### config.mk
export PLATFORM = sky130hd
export DESIGN_NAME = mem_stage_lsu
export DESIGN_NICKNAME = d
export VERILOG_FILES = /design/src/rtl/mem_stage_lsu.sv
export SDC_FILE = /design/constraint.sdc
export NUM_CORES = 1
export LEC_CHECK = 0
export ABC_AREA = 1
export BUFFER_PORTS_ARGS = -buffer_cell sky130_fd_sc_hd__buf_2
export CAP_MARGIN = 20
export CORE_MARGIN = 2
export CORE_UTILIZATION = 49
export CTS_CLUSTER_SIZE = 14
export DETAILED_ROUTE_END_ITERATION = 6
export GPL_TIMING_DRIVEN = 0
export PLACE_DENSITY = 0.81
export SETUP_SLACK_MARGIN = 0.2
export SLEW_MARGIN = 20
export SYNTH_ARGS = -nofsm -noshare
export SYNTH_HDL_FRONTEND = slang
export SYNTH_SLANG_ARGS = --single-unit
### constraint.sdc
create_clock -name clk -period 2.24 [get_ports clk]
set_input_delay 0.224 -clock clk [delete_from_list [all_inputs] [get_ports clk]]
set_output_delay 0.224 -clock clk [all_outputs]
set_load 0.02 [all_outputs]
### src/rtl/mem_stage_lsu.sv
// rtl/mem_stage_lsu.sv - MEM-stage load/store unit driving a valid/ready data-memory port
// Aligns store lanes/strobes, extends loads, and stalls the pipe while an access is in flight.
module mem_stage_lsu #(
   parameter int MAX_WAIT = 255
) (
   input  logic        clk,
   input  logic        reset,
   input  logic [31:0] instruction_M,
   input  logic [31:0] ALUResult_M,
   input  logic [31:0] writeData_M,
   input  logic        memWrite_M,
   input  logic [1:0]  resultSrc_M,
   output logic        dmem_req_valid,
   input  logic        dmem_req_ready,
   output logic        dmem_we,
   output logic [31:0] dmem_addr,
   output logic [31:0] dmem_wdata,
   output logic [3:0]  dmem_wstrb,
   input  logic        dmem_rsp_valid,
   input  logic [31:0] dmem_rsp_rdata,
   output logic        stall_M,
   output logic [31:0] readData_M,
   output logic        access_fault_M,
   output logic        timeout_M
);
   localparam logic [1:0] S_IDLE = 2'd0;
   localparam logic [1:0] S_REQ  = 2'd1;
   localparam logic [1:0] S_RESP = 2'd2;
   localparam logic [1:0] S_DONE = 2'd3;

   localparam int            CW          = (MAX_WAIT > 255) ? $clog2(MAX_WAIT + 1) : 8;
   localparam logic [CW-1:0] LP_MAX_WAIT = CW'(MAX_WAIT);
   localparam logic          LP_TMO_EN   = (MAX_WAIT != 0);

   logic [1:0]    r_state;
   logic          r_we;
   logic [31:0]   r_addr;
   logic [31:0]   r_wdata;
   logic [3:0]    r_wstrb;
   logic [2:0]    r_funct3;
   logic [1:0]    r_off;
   logic [CW-1:0] r_cnt;
   logic [31:0]   r_read_data;
   logic          r_timeout;

   logic [2:0]    w_funct3;
   logic [1:0]    w_off;
   logic          w_is_store;
   logic          w_is_load;
   logic          w_access;
   logic          w_legal_f3;
   logic          w_misaligned;
   logic          w_fault;
   logic          w_start;
   logic [31:0]   w_st_wdata;
   logic [3:0]    w_st_wstrb;
   logic [7:0]    w_ld_byte;
   logic [15:0]   w_ld_half;
   logic [31:0]   w_ld_ext;
   logic [CW-1:0] w_cnt_next;
   logic          w_expire;
   logic          w_unused;

   assign w_funct3   = instruction_M[14:12];
   assign w_off      = ALUResult_M[1:0];
   // A store wins when both store and load markers are set.
   assign w_is_store = memWrite_M;
   assign w_is_load  = ~memWrite_M & (resultSrc_M == 2'b01);
   assign w_access   = w_is_store | w_is_load;
   assign w_unused   = &{1'b0, instruction_M[31:15], instruction_M[11:0]};

   always_comb begin
      w_legal_f3 = 1'b0;
      if (w_is_store) begin
         w_legal_f3 = (w_funct3 == 3'd0) || (w_funct3 == 3'd1) || (w_funct3 == 3'd2);
      end else begin
         case (w_funct3)
            3'd0, 3'd1, 3'd2, 3'd4, 3'd5: w_legal_f3 = 1'b1;
            default:                      w_legal_f3 = 1'b0;
         endcase
      end
   end

   assign w_misaligned = ((w_funct3[1:0] == 2'b01) && w_off[0]) ||
                         ((w_funct3[1:0] == 2'b10) && (w_off != 2'b00));
   assign w_fault      = w_access & (~w_legal_f3 | w_misaligned);
   assign w_start      = (r_state == S_IDLE) & w_access & ~w_fault;

   always_comb begin
      w_st_wdata = writeData_M;
      w_st_wstrb = 4'b1111;
      case (w_funct3[1:0])
         2'b00: begin
            w_st_wdata = {4{writeData_M[7:0]}};
            w_st_wstrb = 4'b0001 << w_off;
         end
         2'b01: begin
            w_st_wdata = {2{writeData_M[15:0]}};
            w_st_wstrb = w_off[1] ? 4'b1100 : 4'b0011;
         end
         default: ;
      endcase
   end

   assign w_ld_byte = dmem_rsp_rdata[{r_off, 3'b000} +: 8];
   assign w_ld_half = dmem_rsp_rdata[{r_off[1], 4'b0000} +: 16];

   always_comb begin
      case (r_funct3)
         3'd0:    w_ld_ext = {{24{w_ld_byte[7]}}, w_ld_byte};
         3'd1:    w_ld_ext = {{16{w_ld_half[15]}}, w_ld_half};
         3'd4:    w_ld_ext = {24'd0, w_ld_byte};
         3'd5:    w_ld_ext = {16'd0, w_ld_half};
         default: w_ld_ext = dmem_rsp_rdata;
      endcase
   end

   assign w_cnt_next = r_cnt + CW'(1);
   assign w_expire   = LP_TMO_EN && (w_cnt_next == LP_MAX_WAIT);

   always_ff @(posedge clk or negedge reset) begin
      if (!reset) begin
         r_state     <= S_IDLE;
         r_we        <= 1'b0;
         r_addr      <= 32'd0;
         r_wdata     <= 32'd0;
         r_wstrb     <= 4'd0;
         r_funct3    <= 3'd0;
         r_off       <= 2'd0;
         r_cnt       <= '0;
         r_read_data <= 32'd0;
         r_timeout   <= 1'b0;
      end else begin
         r_timeout <= 1'b0;
         case (r_state)
            S_IDLE: begin
               if (w_start) begin
                  r_we     <= w_is_store;
                  r_addr   <= {ALUResult_M[31:2], 2'b00};
                  r_wdata  <= w_is_store ? w_st_wdata : 32'd0;
                  r_wstrb  <= w_is_store ? w_st_wstrb : 4'd0;
                  r_funct3 <= w_funct3;
                  r_off    <= w_off;
                  r_cnt    <= '0;
                  r_state  <= S_REQ;
               end else if (access_fault_M) begin
                  r_read_data <= 32'd0;
               end
            end
            S_REQ: begin
               if (dmem_req_ready) begin
                  r_cnt   <= '0;
                  r_state <= r_we ? S_DONE : S_RESP;
               end else if (w_expire) begin
                  r_timeout   <= 1'b1;
                  r_read_data <= 32'd0;
                  r_state     <= S_DONE;
               end else begin
                  r_cnt <= w_cnt_next;
               end
            end
            S_RESP: begin
               if (dmem_rsp_valid) begin
                  r_read_data <= w_ld_ext;
                  r_state     <= S_DONE;
               end else if (w_expire) begin
                  r_timeout   <= 1'b1;
                  r_read_data <= 32'd0;
                  r_state     <= S_DONE;
               end else begin
                  r_cnt <= w_cnt_next;
               end
            end
            default: r_state <= S_IDLE;
         endcase
      end
   end

   assign dmem_req_valid = (r_state == S_REQ);
   assign dmem_we        = dmem_req_valid & r_we;
   assign dmem_wstrb     = dmem_req_valid ? r_wstrb : 4'd0;
   assign dmem_addr      = r_addr;
   assign dmem_wdata     = r_wdata;
   assign stall_M        = w_start | (r_state == S_REQ) | (r_state == S_RESP);
   assign access_fault_M = (r_state == S_IDLE) & w_fault;
   assign readData_M     = r_read_data;
   assign timeout_M      = r_timeout;

endmodule

==> flow_summary.toml <==
[run_status]
status = "complete, but fails checks"
violations = "design-rule violations"

[global_routing]
track_usage_pct = 28.5
grt_pass1_vias = 5973
grt_max_degree = 61
overflow = 0
grt_pass1_wl_mm = 28.7
antenna_found_initial = 0

[timing]
whs_ns = 0.0109
fin_crit_sh_pct = 87.6
clock.fmax_mhz = 509
post-route-min-period_ns = 1.96
finClkSkew_ns = 0.00623
relSlewSlack_pct = 65.1
final_hold_viol_count = 0
worstMarginPinSlew_ns = 0.523
finalSetupViolCount = 0
slew_violations = 0
rsz0062_at_grt = "yes"

[synthesis]
synth_common_cells = "nand2_1 (295), dfrtp_1 (115), o21ai_0 (69)"
ys_warn_count = 0
synth_top_area_share_pct = 49.4
synth_enable_flop_cells = 0
synth_cells = 752
synth_top_family_by_area = "simple AND/OR/NAND/NOR gates"
synth.cell_area_um2 = 5820
synthAdderAreaFrac_pct = 1.50
ys_seq_elements = 115
synth-main-ff-cell = "dfrtp_1"
ys_top_cells_by_area = "dfrtp_1 (49%), nand2_1 (19%), o21ai_0 (5.9%)"
synth-xor-area-share_pct = 0
synthDistinctLibCells = 35
avgSynthCellArea_um2 = 7.74
synth.most_common_cell = "nand2_1"
synth_compound_area_share_pct = 12.4
yosysSeqAreaShare_pct = 49.4
synth_top_area_cell = "dfrtp_1"
async_flop_share_pct = 100
synthSimpleGateAreaFrac_pct = 28.7
muxShareOfSynthArea_pct = 0

[worst_setup_path]
worst-setup-path-type = "reg -> reg"
worstRegToRegCells = 10
arrival_ns = 2.24
critPathRequiredTime_ns = 2.52
start_kind = "register"
r2r-start = "r_state[0]"
end_kind = "register"
worst-path-max-fanout = 10
reg2reg_slack_ns = 0.28
rr_endpoint = "r_cnt[6]"

[floorplanning]
start_util_pct = 50.6
rows = 39
die_w_um = 113
die_area_um2 = 12800
die_h_um = 113
pin_count = 240
fp.coreArea_um2 = 11500

[place]
post_dp_cell_area_um2 = 7080
hpwl_mm = 12.8
port_buffers = 208
place_congestion = 0.933

[routing]
dr.pass1.iters = 7
wl_per_cell_um = 15.3
wl_met3_mm = 1.34
wl_met2_mm = 8.92
avgViaCountPerCell = 5.25
drt-initial-drc-count = 460
routed_wirelength_mm = 17.8
drc_errors = 9
wl_met1_mm = 7.11
final_antenna_net_count = 0
dr.max_layer_used = "met4"
vias = 6089

[clocking]
cts_buffers = 17
htreeDepth = 4
path_clk_slew_ns = 0.05
root_buffer = "clkbuf_16"
cts_tree = "yes"
clk_path_buf_depth = 2
insertion_delay_ns = 0.41
cts.sink_count = 115

[cells_and_area]
regArea_um2 = 2880
nFillCells = 947
final_cell_area_um2 = 7960
multiInputGateArea_um2 = 2530
nets = 1146
drive_above_1_share_pct = 30.1
diodes = 0
syn2layout_area_growth_pct = 36.7

[power_and_ir_drop]
powerDensity_nw_per_um2 = 1410
irDropWorstVdd_mv = 0.765
leakagePower_uw = 0.00453
finalPower_uw = 11200

[min_path]
worst_hold_path.num_cells = 3
hp-class = "in -> reg"
whs_endpoint = "dmem_addr[29]"
min_from = "ALUResult_M[29]"

[job]
maxCapViolations = 0
## area by class of cell
class / instances / share of cell area, %
plain buffers: 38 / 3.02
clock buffers: 23 / 6.01
clock inverters: 9 / 1.60
inverters: 63 / 3.00
multi-input cells: 537 / 31.7
flip-flops and latches: 115 / 36.2
well taps: 143 / 2.25
repair buffers: 232 / 16.2
## metrics by stage
stage	setup TNS (ns)	util (%)	std cells	setup WS [ns]
5_1_grt	0	69.1	1160	0.193
3_5_place_dp	0	61.5	1105	0.166
3_3_place_gp	-49.94	61.2	1104	-0.442
2_1_floorplan	0	-	753	0.432
4_1_cts	0	68.5	1155	0.211
6_report	0	69.1	1160	0.277
## cell usage in the layout, fill, tap and decap left out, drive strengths merged
| cell type | count |
|---|---|
| dlygate4sd3 | 14 |
| dfrtp | 115 |
| ha | 7 |
| a221oi | 2 |
| nand2 | 302 |
| buf | 241 |
| nand3 | 23 |
| nand4 | 18 |
| o21ai | 80 |
| a21oi | 23 |
| o21bai | 1 |
| nor3 | 6 |
| a211oi | 2 |
| clkinv | 3 |
| conb | 2 |
| o221ai | 9 |
| or2 | 8 |
| bufinv | 3 |
| o21a | 2 |
| o211ai | 7 |
| clkinvlp | 3 |
| nor2 | 44 |
| clkbuf | 38 |
| inv | 63 |
| a311oi | 1 |
## worst max-delay path by stage
| stage | cells after the start | startpoint | end |
|---|---|---|---|
| final | 10 | r_state[0] | r_cnt[6] |
| after global routing | 10 | r_state[1] | r_cnt[4] |
| after CTS | 9 | r_state[1] | stall_M |
| after detailed placement | 7 | r_state[1] | readData_M[24] |
| after global placement | 1 | reset | readData_M[24] |
| after floorplan | 9 | r_state[1] | r_cnt[1] |
## where the power goes
part,switching [µW],internal (µW)
registers,491,2840
clock network,945,1830
logic,3370,1770
total,4810,6430
## critical path, cell delays in order, from the launching register on
cell and delay [ns]:
dfrtp_1 0.35, inv_2 0.06, buf_4 0.14, ha_1 0.20
nand2_1 0.19, inv_1 0.21, nor2_2 0.17, nand2_1 0.10
buf_2 0.20, a21oi_1 0.14, a21oi_1 0.07
## cell families (layout without fill, tap and decap cells)
kind of cell,Yosys count,after routing
flops,115,115
other cells,1,2
simple gates,401,401
buf+inv,101,365
compound gates,127,127
fa+ha+maj,7,7
## flip-flops by register name (all words and copies together), names as in the netlist, 2 cells and up
signal / flops
r_wstrb: 4
dmem_addr: 30
r_state: 2
r_off: 2
r_funct3: 3
dmem_wdata: 32
r_cnt: 8
readData_M: 32
## repair_timing
| item | in CTS | in global routing |
|---|---|---|
| endpoints found under the setup margin | 11 | 17 |
| resized for setup | 10 | 11 |
| hold buffers | 14 | 0 |
| setup buffers | 4 | 5 |
| hold endpoints to repair | 68 | 0 |
| pin swaps | 2 | 3 |
## routing by layer
| layer | up-vias | track usage [%] |
|---|---|---|
| li1 | 2918 | - |
| met3 | 40 | 7.02 |
| met5 | - | 0 |
| met4 | 0 | 11.4 |
| met1 | 2853 | 35.1 |
| met2 | 278 | 48.5 |
Note: power is estimated with default switching activity, not from simulation.
